[src/rtl/riscv_pkg.sv]
// Shared definitions for the RV32I core and its memory-port arbiter.
package riscv_pkg;

  localparam int XLEN = 32;

  // Arbiter FSM encoding
  localparam logic [1:0] ST_IDLE   = 2'd0;
  localparam logic [1:0] ST_DATA   = 2'd1;
  localparam logic [1:0] ST_IFETCH = 2'd2;

  // All-zero instruction word, decoded by the core as a pipeline bubble
  localparam logic [31:0] INSN_NOP = 32'h0;

endpackage

[src/rtl/mem_port_arbiter.sv]
// Shares one req/ack memory port between instruction fetch and data access.
// Data wins over fetch, one transaction at a time, with a single-entry fetch
// buffer and a timeout that turns a dead bus into a completed zero access.
module mem_port_arbiter
  import riscv_pkg::*;
#(
  parameter int TIMEOUT = 255,
  parameter int XLEN    = riscv_pkg::XLEN
) (
  input  logic            I_clk,
  input  logic            I_rst,
  input  logic [XLEN-1:0] I_imem_addr,
  output logic [XLEN-1:0] O_imem_data,
  input  logic [XLEN-1:0] I_dmem_addr,
  input  logic [XLEN-1:0] I_dmem_wdata,
  input  logic [3:0]      I_dmem_wmask,
  input  logic            I_dmem_rd,
  input  logic            I_dmem_we,
  output logic [XLEN-1:0] O_dmem_rdata,
  output logic            O_stall,
  output logic            O_mem_req,
  output logic            O_mem_we,
  output logic [XLEN-1:0] O_mem_addr,
  output logic [XLEN-1:0] O_mem_wdata,
  output logic [3:0]      O_mem_wmask,
  input  logic            I_mem_ack,
  input  logic [XLEN-1:0] I_mem_rdata,
  output logic            O_bus_err
);

  // Counter only needs to reach TIMEOUT-1; the abort fires on the edge that
  // would take it to TIMEOUT, so req is held for exactly TIMEOUT cycles.
  localparam int TW   = (TIMEOUT < 2) ? 1 : $clog2(TIMEOUT);
  localparam int TLIM = (TIMEOUT == 0) ? 0 : TIMEOUT - 1;

  logic [1:0]      state;
  logic            fetch_valid;
  logic [XLEN-1:0] fetch_tag;
  logic            data_done;
  logic [TW-1:0]   tcnt;

  logic            fetch_hit;
  logic            data_pend;
  logic            timeout_hit;
  logic            finish;
  logic [XLEN-1:0] rsp_data;

  assign fetch_hit   = fetch_valid && (fetch_tag == I_imem_addr);
  assign data_pend   = (I_dmem_rd || I_dmem_we) && !data_done;
  assign timeout_hit = (TIMEOUT != 0) && (tcnt == TW'(TLIM));
  assign finish      = I_mem_ack || timeout_hit;
  // A timed-out access completes with zero data (a bubble for fetches)
  assign rsp_data    = I_mem_ack ? I_mem_rdata : XLEN'(INSN_NOP);

  // Freeze the core until its fetch hits and its data access has completed
  always_comb O_stall = !I_rst && (!fetch_hit || data_pend);

  // Arbitration FSM, fetch buffer, data completion and timeout counter
  always_ff @(posedge I_clk) begin
    if (I_rst) begin
      state        <= ST_IDLE;
      O_mem_req    <= 1'b0;
      O_mem_we     <= 1'b0;
      O_mem_addr   <= '0;
      O_mem_wdata  <= '0;
      O_mem_wmask  <= '0;
      O_imem_data  <= XLEN'(INSN_NOP);
      O_dmem_rdata <= '0;
      O_bus_err    <= 1'b0;
      fetch_valid  <= 1'b0;
      fetch_tag    <= '0;
      data_done    <= 1'b0;
      tcnt         <= '0;
    end else begin
      // Core advances on this edge: the next data access is a new one
      if (!O_stall) data_done <= 1'b0;
      case (state)
        ST_IDLE: begin
          tcnt <= '0;
          if (data_pend) begin
            state       <= ST_DATA;
            O_mem_req   <= 1'b1;
            O_mem_we    <= I_dmem_we;
            O_mem_addr  <= I_dmem_addr;
            O_mem_wdata <= I_dmem_wdata;
            O_mem_wmask <= I_dmem_wmask;
          end else if (!fetch_hit) begin
            state       <= ST_IFETCH;
            O_mem_req   <= 1'b1;
            O_mem_we    <= 1'b0;
            O_mem_addr  <= I_imem_addr;
            O_mem_wmask <= '0;
            fetch_tag   <= I_imem_addr;
            // Old contents no longer belong to the tag being fetched
            fetch_valid <= 1'b0;
          end
        end
        ST_DATA, ST_IFETCH: begin
          tcnt <= tcnt + 1'b1;
          if (finish) begin
            state     <= ST_IDLE;
            O_mem_req <= 1'b0;
            if (!I_mem_ack) O_bus_err <= 1'b1;
            if (state == ST_DATA) begin
              data_done <= 1'b1;
              if (!O_mem_we) O_dmem_rdata <= rsp_data;
            end else begin
              fetch_valid <= 1'b1;
              O_imem_data <= rsp_data;
            end
          end
        end
        default: state <= ST_IDLE;
      endcase
    end
  end

endmodule

[config.mk]
export PLATFORM = sky130hd
export DESIGN_NAME = mem_port_arbiter
export DESIGN_NICKNAME = d
export VERILOG_FILES = /design/src/rtl/riscv_pkg.sv /design/src/rtl/mem_port_arbiter.sv
export SDC_FILE = /design/constraint.sdc
export NUM_CORES = 1
export LEC_CHECK = 0
export ABC_AREA = 1
export BUFFER_PORTS_ARGS = -buffer_cell sky130_fd_sc_hd__buf_2
export CORE_MARGIN = 4
export CORE_UTILIZATION = 50
export CTS_BUF_LIST = sky130_fd_sc_hd__clkbuf_8 sky130_fd_sc_hd__clkbuf_16
export DETAILED_ROUTE_END_ITERATION = 8
export GPL_ROUTABILITY_DRIVEN = 0
export PLACE_DENSITY = 0.88
export SLEW_MARGIN = 20
export SYNTH_ARGS = -nofsm -noshare
export SYNTH_HDL_FRONTEND = slang
export SYNTH_SLANG_ARGS = --single-unit
[constraint.sdc]
create_clock -name I_clk -period 3.8 [get_ports I_clk]
set_input_delay 0.57 -clock I_clk [delete_from_list [all_inputs] [get_ports I_clk]]
set_output_delay 0.57 -clock I_clk [all_outputs]
set_load 0.02 [all_outputs]
### Word-level counts from Yosys, hierarchy flattened

Index checks and enable logic that the tools add are counted.

| word-level totals | value |
|---|---|
| register bits | 179 |
| latch bits | 0 |
| RAM bits | 0 |
| bits in read-only memories | 0 |
| output and inout port bits | 136 |
| word-level logic and storage cells | 74 |
| memories kept | 0 |

| operators by class | value |
|---|---|
| add/sub/neg operators | 1 |
| multipliers | 0 |
| divide/modulo/power cells | 0 |
| magnitude comparators | 0 |
| equal/unequal tests | 10 |
| shift-type cells | 0 |
| multiplexer cells | 24 |
| bitwise gates (word level) | 5 |
| reduce and logical (&&, ||, !) cells | 21 |

Operator list:

| cell | count |
|---|---|
| $mux W32 | 3 |
| $eq A32 B32 Y1 | 1 |
| $pmux W8 S2 | 1 |
| $mux W1 | 12 |
| $reduce_and A3 Y1 | 4 |
| $add A8 B1 Y8 const B | 1 |
| $eq A8 B8 Y1 const B | 1 |
| $mux W4 | 2 |
| $ne A2 B2 Y1 const B | 4 |
| $mux W2 | 3 |
| $reduce_and A2 Y1 | 3 |
| $not A1 Y1 | 5 |
| $reduce_and A5 Y1 | 1 |
| $pmux W1 S2 | 2 |
| $pmux W2 S2 | 1 |
| $reduce_and A4 Y1 | 1 |
| $logic_and A1 B1 Y1 | 3 |
| $logic_not A1 Y1 | 3 |
| $logic_or A1 B1 Y1 | 3 |
| $ne A3 B3 Y1 const B | 1 |
| $eq A2 B1 Y1 const B | 1 |
| $eq A2 B2 Y1 const B | 1 |
| $logic_not A2 Y1 | 1 |
| $ne A2 B1 Y1 const B | 1 |
| 2 further kinds | 2 |

### Depth between registers and ports, before layout

Gate-level depths: netlist of run 1.

| depth | value |
|---|---|
| depth after elaboration | 9 |
| mapped depth | 14 |

### Worst setup path before layout of run 1

Ideal clock, no wire load.

| path | value |
|---|---|
| path kind | in2out |
| from | input port I_imem_addr[30] |
| to | output port O_stall |
| arrival | 1.461 ns |
| setup slack | 1.769 ns |
| stages | 11 |
| path buffers | 0 |
| cells stage by stage | inv_1 nand2_1 nand2_1 nor2_1 nand2_1 nor2_2 nand2_2 nor2_4 nand2_4 o21ai_0 inv_1 |

| on the way | value |
|---|---|
| word-level cells in the longest chain between the ends | 5 |

Ends and longest elaborated chain:

| element | RTL line | text |
|---|---|---|
| start, declared | mem_port_arbiter.sv:12 | `input logic [XLEN-1:0] I_imem_addr,` |
| $eq A32 B32 Y1 | mem_port_arbiter.sv:48 | `assign fetch_hit = fetch_valid && (fetch_tag == I_imem_addr);` |
| $logic_and A1 B1 Y1 | mem_port_arbiter.sv:48 |  |
| $logic_not A1 Y1 | - |  |
| $logic_or A1 B1 Y1 | mem_port_arbiter.sv:56 | `always_comb O_stall = !I_rst && (!fetch_hit \|\| data_pend);` |
| $logic_and A1 B1 Y1 | mem_port_arbiter.sv:56 |  |
| end, declared | mem_port_arbiter.sv:20 | `output logic O_stall,` |

No other way between the ends.

### Final worst setup path of run 1

| path | value |
|---|---|
| from | register tcnt[0] |
| to | register O_dmem_rdata[8] |

| on the way | value |
|---|---|
| word-level cells in the longest chain between the ends | 3 |

Ends and longest elaborated chain:

| element | RTL line | text |
|---|---|---|
| start, declared | mem_port_arbiter.sv:40 | `logic [TW-1:0] tcnt;` |
| start signal, assigned | mem_port_arbiter.sv:99 | `tcnt <= tcnt + 1'b1;` |
| $eq A8 B8 Y1 | mem_port_arbiter.sv:50 | `assign timeout_hit = (TIMEOUT != 0) && (tcnt == TW'(TLIM));` |
| $logic_or A1 B1 Y1 | mem_port_arbiter.sv:51 | `assign finish = I_mem_ack \|\| timeout_hit;` |
| $reduce_and A4 Y1 (no source line) | - |  |
| end signal, assigned | mem_port_arbiter.sv:106 | `if (!O_mem_we) O_dmem_rdata <= rsp_data;` |
| end, declared | mem_port_arbiter.sv:19 | `output logic [XLEN-1:0] O_dmem_rdata,` |

No other way between the ends.
A chain may end at the register's enable or synchronous reset.

==> results of run 1 <==
## cell families after synthesis
logic type,synth area share
simple gates,0.273
compound gates,0.159
buf+inv,0.105
flops,0.455
fa+ha+maj,0.00794
## tightest hold or removal path, cell delays in order
cell and delay (ps):
buf_2 80, nor2_1 30, nor2_1 80
## cell usage in the layout, fill, tap and decap left out, drive strengths merged
cell	netlist	final
inv	149	160
nand4	9	9
nand3	3	3
buf	15	283
ha	5	5
clkbuf	46	18
diode	0	1
nand2	318	318
o21ai	166	166
a211oi	1	1
clkinvlp	0	2
dfxtp	179	179
nand3b	1	1
o21a	1	1
clkinv	1	2
nor3	9	9
nor2	213	213
a21oi	80	80
## flip-flops by register name, summed over array words and instances (netlist names)
register,cells
O_mem_wdata,32
state,2
fetch_valid,1
O_bus_err,1
tcnt,8
O_mem_addr,32
O_dmem_rdata,32
data_done,1
O_mem_req,1
O_mem_wmask,4
O_mem_we,1
fetch_tag,32
O_imem_data,32
## layout make-up
class,instances,area [sq um]
repair buffers,283,1440
well taps,211,264
flip-flops and latches,179,3580
inverters,150,563
diodes,1,2.50
fillers,1369,5400
multi-input cells,806,3480
clock inverters,14,135
clock buffers,18,439
## power by group through the flow
stage          logic (W)  clock network (W)  registers [W]
2_1_floorplan   0.000633                  0        0.00245
3_3_place_gp     0.00124                  0        0.00224
3_5_place_dp     0.00127                  0        0.00224
4_1_cts          0.00127            0.00174        0.00221
5_1_grt          0.00143            0.00183        0.00224
6_report         0.00128            0.00171        0.00221
## through the flow
stage | hold WS [ps] | setup WS [ps] | instance area [sq um] | instances | util
detailed placement | 434 | 991 | 9340 | 1629 | 0.610
global placement | 430 | 1060 | 9340 | 1629 | 0.610
finish | 367 | 1200 | 9920 | 1662 | 0.647
floorplan | 422 | 1770 | 7880 | 1196 | -
CTS | 354 | 1220 | 9910 | 1661 | 0.647
global route | 357 | 943 | 9920 | 1662 | 0.647
## worst max-delay path by stage
stage	from	endpoint	slack, ps
after global placement	I_imem_addr[6]	O_mem_addr[13]	1060
after floorplan	I_imem_addr[30]	O_stall	1770
final	tcnt[0]	O_dmem_rdata[8]	1200
after detailed placement	I_imem_addr[6]	O_mem_addr[12]	990
after global routing	tcnt[0]	O_dmem_rdata[20]	940
after CTS	tcnt[0]	O_dmem_rdata[8]	1220
## per-layer routing
layer / vias up / track usage / routed length, um
li1: 4190 / - / -
met1: 3682 / 0.312 / 9810
met2: 290 / 0.426 / 11100
met3: 52 / 0.0491 / 1390
met4: 2 / 0.110 / 706
met5: - / 0 / 7
==> out/summary.log, run 1 <==
qor: outcome.outcome completed
qor: global_routing.grt_max_degree 100
qor: power_and_ir_drop.sequential_share_of_power 0.425
qor: clock_network.gates_resized_cts_repair 0
qor: drt.first_pass_iters 5
qor: yosys.post_synthesis_cells 1196
qor: global_routing.grtUsageTotal 0.252
qor: critical_path.critical_path.n_buffers_inverters 2
qor: layout.syn2layout_area_growth 25.8%
qor: die.floorplan.initialDensity 0.515
qor: hold_path.hold_path_origin I_dmem_wdata[11]
qor: yosys.synth.lib_cells_used.distinct 26
qor: critical_path.timing.critical_path.fanout_max 29
qor: sta.setup_repair_after_global_routing_missed_its_margin false
qor: critical_path.reg2reg_depth 10
qor: yosys.dominantRegCellSynth dfxtp_1
qor: clock_network.clock_root_cell clkbuf_16
qor: yosys.syn-cell-area 0.00788 sq mm
qor: critical_path.crit_chain inv_1, ha_1, nand2_1, nor3_1, nand2_1, nand2_1, nand3b_1, buf_4, o21ai_0, a21oi_1
qor: critical_path.timing.rr.end O_dmem_rdata[8]
qor: layout.drive_above_1_share 0.232
qor: yosys.yosysSeqAreaShare 0.455
qor: global_routing.initial_antenna_violation_count 2
qor: power_and_ir_drop.power.leakage 5.18 nW
qor: yosys.synth.most_common_cell nand2_1
qor: critical_path.timing.critical_path.slowest_stage_cell nand3b_1
qor: yosys.synth_top_area_share 0.455
qor: power_and_ir_drop.power.combinational.fraction 0.245
qor: drt.antenna_violating_nets_post_route 0
qor: hold_path.hold_depth 3
qor: hold_path.worst_hold_path_type in2reg
qor: yosys.synth-async-reset-ratio 0
qor: clock_network.hold_bufs_at_cts 0
qor: sta.fin_setup_tns 0 ps
qor: sta.timing_max_transition_violations_final 0
qor: global_routing.grt_remaining_overflow 0
qor: global_routing.grt_first_pass_wirelength 36900 um
qor: critical_path.critical-path-max-stage-delay 680 ps
qor: clock_network.clkLatencyLatePin 430 ps
qor: sta.layout_worst_path_cycle_share 0.684
qor: clock_network.cts_num_sinks 179
qor: yosys.synth_fp_nets 1338
qor: drt.routed-via-count 8216
qor: clock_network.tritoncts done
qor: die.rows 45
qor: sta.fmax 0.385 GHz
qor: critical_path.worst_r2r_src tcnt[0]
qor: critical_path.startpoint_type flip-flop
qor: power_and_ir_drop.net_load_switching_power 0.00180 W
qor: drt.via_per_inst 4.94
qor: clock_network.cts_max_path_buffers 2
qor: sta.setup-violations-final 0
qor: power_and_ir_drop.total_power 0.00520 W
qor: power_and_ir_drop.cell_internal_pwr 0.00340 W
qor: clock_network.postCtsSetupRepairBufs 0
qor: yosys.yosys_warnings 0
qor: die.dieArea 0.0178 sq mm
qor: yosys.leading_post_synthesis_cells_by_instance_count nand2_1, nor2_1, dfxtp_1
qor: job.max_cap_viol_count 0
qor: critical_path.end_kind flip-flop
qor: power_and_ir_drop.power.ir.vdd_worst 0.000338 V
qor: layout.numnets_final 1579
qor: die.fp.coreArea 0.0153 sq mm
qor: yosys.synth_enable_flop_cells 0
qor: critical_path.critical-path-top-delay-family simple AND/OR/NAND/NOR gates
qor: critical_path.cp_data_arrival_time 2920 ps
qor: sta.worst_pin_slew 1090 ps
qor: hold_path.min_to O_mem_wdata[11]
qor: power_and_ir_drop.power.share.clock 0.330
qor: sta.hold_violations 0
qor: yosys.avgSynthCellArea 6.59 sq um
qor: power_and_ir_drop.power.density_cell_area 525 mW/mm^2
qor: critical_path.timing.critical_path.mode_cell nand2_1
qor: critical_path.worstPathRequired 4120 ps
qor: critical_path.criticalPathCategory reg2reg
qor: yosys.synth_top_area_cell dfxtp_1
qor: die.ioPinCount 273
qor: die.die_width 134 um
qor: drt.post_drt_wl_per_cell 13.8 um
qor: yosys.cells_taking_the_most_area_after_synthesis dfxtp_1, nand2_1, nor2_1
qor: power_and_ir_drop.sw_frac_of_total 0.347
qor: yosys.ffs_latches_synth 179
qor: clock_network.cts.clk_slew.worst_paths 70 ps
qor: die.die_h 134 um
qor: clock_network.cts_buffers 17
qor: global_routing.grt_pass1_vias 7823
qor: placed_design.port_buffers 272
qor: placed_design.dp_hpwl 15900 um
qor: drt.drt_first_iter_violations 598
qor: critical_path.worst-path-stages 10
qor: drt.drt_wl_total 23000 um
qor: sta.fin_worst_skew 8.70 ps
qor: drt.drcViolationCount 0
qor: clock_network.cts_max_level 4
qor: sta.timing.max_slew.rel_slack 0.270
qor: critical_path.regToRegSetupSlack 1200 ps
qor: sta.timing.final.crit_period 2600 ps
Power figures use the tool's default switching activity.
==> run 2: changes to the inputs <==
--- a/config.mk
+++ b/config.mk
@@ -5,7 +5,7 @@
 export SDC_FILE = /design/constraint.sdc
 export NUM_CORES = 1
 export LEC_CHECK = 0
-export ABC_AREA = 1
+export ABC_AREA = 0
 export BUFFER_PORTS_ARGS = -buffer_cell sky130_fd_sc_hd__buf_2
 export CORE_MARGIN = 4
 export CORE_UTILIZATION = 50
==> constraint.sdc (replaced) <==
create_clock -name I_clk -period 2.4 [get_ports I_clk]
set_input_delay 0.36 -clock I_clk [delete_from_list [all_inputs] [get_ports I_clk]]
set_output_delay 0.36 -clock I_clk [all_outputs]
set_load 0.02 [all_outputs]
==> run 2 against run 1 <==
Net effect: the flow now finishes with violations (negative setup slack); cell area is 1.5% lower; final cell count is 16% lower; register-to-register slack worse by 1200 ps; global-route usage is 0.29 points lower; clock power is 59% higher; via count is 5.7% lower; critical path depth is 3 lower; area after synthesis is 3.9% lower; wire length is 1.8% lower; critical endpoint is now O_stall; highest routed layer unchanged.
==> out/summary.log, run 2 <==
qor: sta.worst_pin_slew 809 ps
qor: die.ioPinCount 273
qor: critical_path.regToRegSetupSlack 0 ps
qor: sta.timing.final.crit_period 2530 ps
qor: clock_network.cts_buffers 17
qor: layout.numnets_final 1335
qor: critical_path.criticalPathCategory reg2out
qor: layout.syn2layout_area_growth 29.0%
qor: yosys.avgSynthCellArea 7.92 sq um
qor: critical_path.crit_chain xor2_1, nor3_1, nand3_4, nor4_4, buf_4, a21oi_4, buf_6
qor: global_routing.grt_pass1_vias 7098
qor: yosys.synth-async-reset-ratio 0
qor: sta.timing.max_slew.rel_slack 0.460
qor: sta.timing_max_transition_violations_final 0
qor: critical_path.cp_data_arrival_time 2170 ps
qor: yosys.synth_top_area_cell dfxtp_1
qor: critical_path.timing.critical_path.slowest_stage_cell nor3_1
qor: yosys.cells_taking_the_most_area_after_synthesis dfxtp_1, a21oi_1, nand2_1
qor: drt.first_pass_iters 5
qor: clock_network.clkLatencyLatePin 430 ps
qor: yosys.yosys_warnings 0
qor: critical_path.critical-path-top-delay-family simple AND/OR/NAND/NOR gates
qor: drt.post_drt_wl_per_cell 16.2 um
qor: die.die_h 131 um
qor: clock_network.clock_root_cell clkbuf_16
qor: power_and_ir_drop.power.density_cell_area 948 mW/mm^2
qor: layout.antenna_cells_inserted 0
qor: placed_design.placed_cell_area 0.00914 sq mm
qor: yosys.synth_fp_nets 1098
qor: clock_network.cts_num_sinks 179
qor: hold_path.worst_hold_path_type in2reg
qor: layout.layout.cells.most_common_list buf_2, dfxtp_1, nand2_1
qor: job.max_cap_viol_count 0
qor: global_routing.grt_remaining_overflow 0
qor: drt.routed-via-count 7749
qor: placed_design.port_buffers 272
qor: drt.drt_wl_total 22600 um
qor: placed_design.placed_cells_incl_taps 1359
qor: global_routing.grt_max_degree 67
qor: placed_design.dp_hpwl 15700 um
qor: critical_path.startpoint_type flip-flop
qor: clock_network.cts_max_level 4
qor: yosys.post_synthesis_cells 956
qor: power_and_ir_drop.power.ir.vdd_worst 0.000525 V
qor: sta.fin_worst_skew 15.2 ps
qor: sta.fmax 0.396 GHz
qor: sta.setup_repair_after_global_routing_missed_its_margin true
qor: sta.hold_violations 0
qor: placed_design.pre_cts_ws -109 ps
qor: critical_path.end_kind primary output
qor: global_routing.grtUsageTotal 0.249
qor: sta.layout_worst_path_cycle_share 1.05
qor: drt.drt_first_iter_violations 637
qor: critical_path.timing.critical_path.fanout_max 2
qor: critical_path.critical-path-max-stage-delay 460 ps
qor: die.fp.coreArea 0.0147 sq mm
qor: clock_network.cts_max_path_buffers 2
qor: clock_network.hold_bufs_at_cts 0
qor: yosys.ffs_latches_synth 179
qor: yosys.leading_post_synthesis_cells_by_instance_count dfxtp_1, nand2_1, a21oi_1
qor: yosys.synth_enable_flop_cells 0
qor: yosys.synth.most_common_cell dfxtp_1
qor: yosys.dominantRegCellSynth dfxtp_1
qor: layout.final_design_area_no_fill 0.00977 sq mm
qor: power_and_ir_drop.power.leakage 4.36 nW
qor: die.rows 44
qor: clock_network.cts.clk_slew.worst_paths 70 ps
qor: global_routing.initial_antenna_violation_count 1
qor: die.floorplan.initialDensity 0.515
qor: critical_path.critical_path.n_buffers_inverters 2
qor: clock_network.tritoncts done
qor: outcome.failed_checks negative setup slack
qor: drt.via_per_inst 5.57
qor: yosys.synth_top_area_share 0.473
qor: yosys.yosysSeqAreaShare 0.473
qor: global_routing.grt_first_pass_wirelength 34500 um
qor: drt.drcViolationCount 0
qor: layout.most_frequent_standard_cell_in_the_layout_excluding_fill_and_tap_cells buf_2
qor: die.die_width 131 um
qor: yosys.synth.lib_cells_used.distinct 43
qor: layout.drive_above_1_share 0.292
qor: critical_path.worstPathRequired 2040 ps
qor: outcome.outcome finished, violations left
qor: sta.setup-violations-final 1
qor: sta.fin_hold_ws 160 ps
qor: sta.smallest_setup_slack_after_layout -128 ps
qor: drt.antenna_violating_nets_post_route 0
qor: layout.stdcell_count 1390
qor: power_and_ir_drop.total_power 0.00926 W
qor: die.dieArea 0.0172 sq mm
qor: yosys.syn-cell-area 0.00757 sq mm
==> run 2: cell count changes in the layout (fill, tap and decap cells not counted), moves of 15 or more <==
cell / change
nor2_1: -164
nand2_1: -148
o21ai_0: -106
inv_1: -97
nand3_1: +66
a21oi_1: +53
a22oi_1: +32
a211oi_1: +31
nand4_1: +25
xor2_1: +21
o21ai_1: -19
buf_4: +15
==> run 2: final cells by class <==
type | instances | area (sq um)
fill | 1238 | 4930
tap | 184 | 230
inverter | 44 | 165
sequential | 179 | 3590
multi-input combinational | 648 | 3540
clock inverter | 14 | 143
clock buffer | 18 | 439
timing repair buffer | 303 | 1670
==> run 2: logic make-up after synthesis <==
| logic type | Yosys count | synth area share |
|---|---|---|
| DFF | 179 | 0.473 |
| xor gates and xnor gates | 24 | 0.0278 |
| muxes | 1 | 0.00149 |
| buffers and inverters | 129 | 0.0677 |
| adders and majority gates | 5 | 0.00826 |
| and+or+nand+nor | 361 | 0.221 |
| AOI/OAI and AO/OA | 257 | 0.201 |
==> run 2: worst register-to-register path: stages, from the launching register on <==
cell,delay [ps]
dfxtp_1,320
xor2_1,160
nor4_2,350
nand4_1,220
buf_4,180
or4_1,550
o21ai_4,190
buf_4,190
a211oi_1,90
==> run 2: metrics by stage <==
stage          TNS (ps)  utilization
2_1_floorplan         0            -
3_3_place_gp       -566        0.622
3_5_place_dp      -1240        0.622
4_1_cts            -126        0.662
5_1_grt           -7000        0.665
6_report           -128        0.665
==> run 2: power breakdown <==
group	total [W]	leakage, nW	switching (W)	internal, W
combinational	0.00288	2.61	0.00189	0.000994
sequential	0.00365	1.47	0.000230	0.00342
clock	0.00272	0.283	0.00123	0.00149
==> run 2: worst paths after layout <==
check / startpoint / to / depth (start not counted)
min: I_dmem_wmask[3] / O_mem_wmask[3] / 3
max reg2reg: fetch_tag[14] / O_mem_addr[24] / 8
min reg2reg: O_dmem_rdata[31] / O_dmem_rdata[31] / 2
max: fetch_tag[9] / O_stall / 7
==> run 2: routing by layer <==
metal  vias to the layer above  track usage  part of all wire
li1                       3759            -                 -
met1                      3604        0.314              0.40
met2                       334        0.404              0.49
met3                        50       0.0713             0.082
met4                         2       0.0956             0.031
met5                         -            0           0.00031
==> run 2: repair_timing <==
item | CTS | global route
hold endpoints to repair | 0 | 0
pin swaps | 6 | 6
gates resized for setup | 8 | 5
setup endpoints to repair | 1 | 48
setup buffers | 1 | 1
==> run 3: changes to the inputs <==
--- a/config.mk
+++ b/config.mk
@@ -7,6 +7,7 @@
 export LEC_CHECK = 0
 export ABC_AREA = 0
 export BUFFER_PORTS_ARGS = -buffer_cell sky130_fd_sc_hd__buf_2
+export CORE_ASPECT_RATIO = 2
 export CORE_MARGIN = 4
 export CORE_UTILIZATION = 50
 export CTS_BUF_LIST = sky130_fd_sc_hd__clkbuf_8 sky130_fd_sc_hd__clkbuf_16
==> run 3 against run 2 <==
Net effect: the run still ends with negative setup slack left; worst hold slack better by 12 ps; die area is 0.69% higher; sequential power about the same; global-route usage increased by 2.2 points; clock power up 5%; sequential cell count did not move; wire length rose by 5.8%; sequential share of layout area fell by 0.11 points; first-iteration DRC count fell by 42%; clock skew shrank 5.0 ps; setup slack gained 33 ps; maximum frequency grew 1.3%; critical endpoint unchanged.
==> out/summary.log, run 3 (synthesis results as in run 2) <==
qor: drt.first_pass_iters 5
qor: drt.drt_wl_total 23900 um
qor: power_and_ir_drop.power.leakage 4.37 nW
qor: power_and_ir_drop.total_power 0.00946 W
qor: global_routing.grt_max_degree 77
qor: critical_path.worstPathRequired 2040 ps
qor: critical_path.critical-path-max-stage-delay 330 ps
qor: placed_design.placed_cell_area 0.00912 sq mm
qor: critical_path.end_kind primary output
qor: global_routing.global_route.usage.met2 0.473
qor: power_and_ir_drop.net_load_switching_power 0.00336 W
qor: die.dieArea 0.0173 sq mm
qor: layout.final_design_area_no_fill 0.00980 sq mm
qor: power_and_ir_drop.cell_internal_pwr 0.00610 W
qor: layout.finish.utilization 0.661
qor: sta.fin_hold_ws 172 ps
qor: critical_path.startpoint_type flip-flop
qor: power_and_ir_drop.power.combinational.fraction 0.312
qor: hold_path.worst_hold_path_type in2reg
qor: die.floorplan.initialDensity 0.511
qor: global_routing.grt_remaining_overflow 0
qor: layout.layout.cells.most_common_list buf_2, dfxtp_1, nand2_1
qor: die.ioPinCount 273
qor: outcome.outcome finished, violations left
qor: power_and_ir_drop.power.ir.vdd_worst 0.000655 V
qor: placed_design.dp_hpwl 16700 um
qor: job.max_cap_viol_count 0
qor: die.die_width 95.0 um
qor: clock_network.clkLatencyLatePin 420 ps
qor: clock_network.cts_buffers 17
qor: layout.layout_fillers 1302
qor: layout.most_frequent_standard_cell_in_the_layout_excluding_fill_and_tap_cells buf_2
qor: sta.smallest_setup_slack_after_layout -95.1 ps
qor: placed_design.port_buffers 272
qor: critical_path.crit_chain xor2_1, nor4_2, nand4_1, nor4_4, buf_4, a21oi_4, buf_6
qor: sta.fmax 0.401 GHz
qor: sta.timing.max_slew.rel_slack 0.483
qor: power_and_ir_drop.power.share.clock 0.301
qor: die.fp.coreArea 0.0148 sq mm
qor: die.rows 63
qor: sta.fin_worst_skew 10.2 ps
qor: outcome.failed_checks negative setup slack
qor: power_and_ir_drop.sw_frac_of_total 0.355
qor: drt.via_per_inst 5.57
qor: clock_network.cts.clk_slew.worst_paths 70 ps
qor: layout.syn2layout_area_growth 29.4%
qor: clock_network.cts_max_level 4
qor: die.die_h 182 um
qor: sta.timing.final.crit_period 2500 ps
qor: clock_network.tritoncts done
qor: power_and_ir_drop.sequential_share_of_power 0.387
qor: global_routing.global_routing_usage_on_met1 0.292
qor: critical_path.timing.critical_path.fanout_max 3
qor: clock_network.cts_num_sinks 179
qor: sta.hold_violations 0
qor: sta.layout_worst_path_cycle_share 1.04
qor: drt.drcViolationCount 0
qor: sta.worst_pin_slew 774 ps
qor: critical_path.cp_data_arrival_time 2140 ps
qor: layout.multi_input_comb_area 0.00352 sq mm
qor: layout.antenna_cells_inserted 0
qor: power_and_ir_drop.power.density_cell_area 965 mW/mm^2
qor: sta.timing_max_transition_violations_final 0
qor: clock_network.cts_max_path_buffers 2
qor: critical_path.timing.critical_path.slowest_stage_cell nor4_2
qor: global_routing.grtUsageTotal 0.271
qor: layout.ff_latch_area 0.00359 sq mm
qor: layout.drive_above_1_share 0.289
qor: drt.post_drt_wl_per_cell 17.1 um
qor: global_routing.grt_first_pass_wirelength 37200 um
qor: drt.drt_first_iter_violations 371
qor: clock_network.clock_root_cell clkbuf_16
qor: sta.setup_repair_after_global_routing_missed_its_margin true
qor: critical_path.criticalPathCategory reg2out
qor: drt.antenna_violating_nets_post_route 0
qor: sta.setup-violations-final 1
qor: layout.numnets_final 1334
qor: global_routing.global_route.peak_usage_layer met2
qor: global_routing.grt_pass1_vias 7566
qor: global_routing.initial_antenna_violation_count 0
qor: global_routing.groute.layer.met3.usage 0.0726
qor: drt.routed-via-count 7786
## run 3: through the flow
step	setup slack, ps	setup TNS, ps	cells
2_1_floorplan	269	0	956
3_3_place_gp	43.6	0	1365
3_5_place_dp	8.36	0	1365
4_1_cts	-94.4	-94.4	1395
5_1_grt	-225	-1220	1398
6_report	-95.1	-95.1	1398
## run 3: layout make-up
cell class / instances / area share
clock buffer: 18 / 0.0448
clock inverter: 12 / 0.0161
inverter: 44 / 0.0169
multi-input combinational: 648 / 0.360
sequential: 179 / 0.366
tap: 195 / 0.0249
timing repair buffer: 302 / 0.172
## run 3: final timing paths
path,startpoint,endpoint,slack (ps),depth (start not counted)
setup reg to reg,fetch_tag[31],O_mem_addr[26],60,8
hold / removal,I_dmem_wmask[3],O_mem_wmask[3],170,3
setup / recovery,fetch_tag[14],O_stall,-100,7
hold reg to reg,O_dmem_rdata[25],O_dmem_rdata[25],450,2
## run 3: metal layers
layer  up-vias  wire length, um  part of all wire
met5         -                0                 0
met4         0             1140             0.048
met3        67             1790             0.075
met2       358            12700              0.53
met1      3605             8200              0.34
li1       3756                -                 -
## run 3: worst max-delay path: cells and delay by family, from the launching register on
family / cells / cell delay [ps]
compound gates: 1 / 50
xor+xnor: 1 / 160
buf+inv: 2 / 340
flops: 1 / 320
simple gates: 3 / 830
## run 3: repair_timing
| item | in CTS | in global routing |
|---|---|---|
| pin swaps | 7 | 6 |
| gates resized for setup | 8 | 3 |
| endpoints found under the setup margin | 1 | 61 |
| hold buffers | 0 | 0 |
| setup buffers | 1 | 2 |
| gates cloned | 0 | 1 |
## run 3: power by group through the flow
stage / logic, W / registers, W / clock network, W
after global placement: 0.00282 / 0.00370 / 0
after detailed placement: 0.00287 / 0.00372 / 0
after floorplan: 0.00146 / 0.00414 / 0
after CTS: 0.00290 / 0.00366 / 0.00290
final: 0.00295 / 0.00366 / 0.00285
after global routing: 0.00323 / 0.00370 / 0.00302
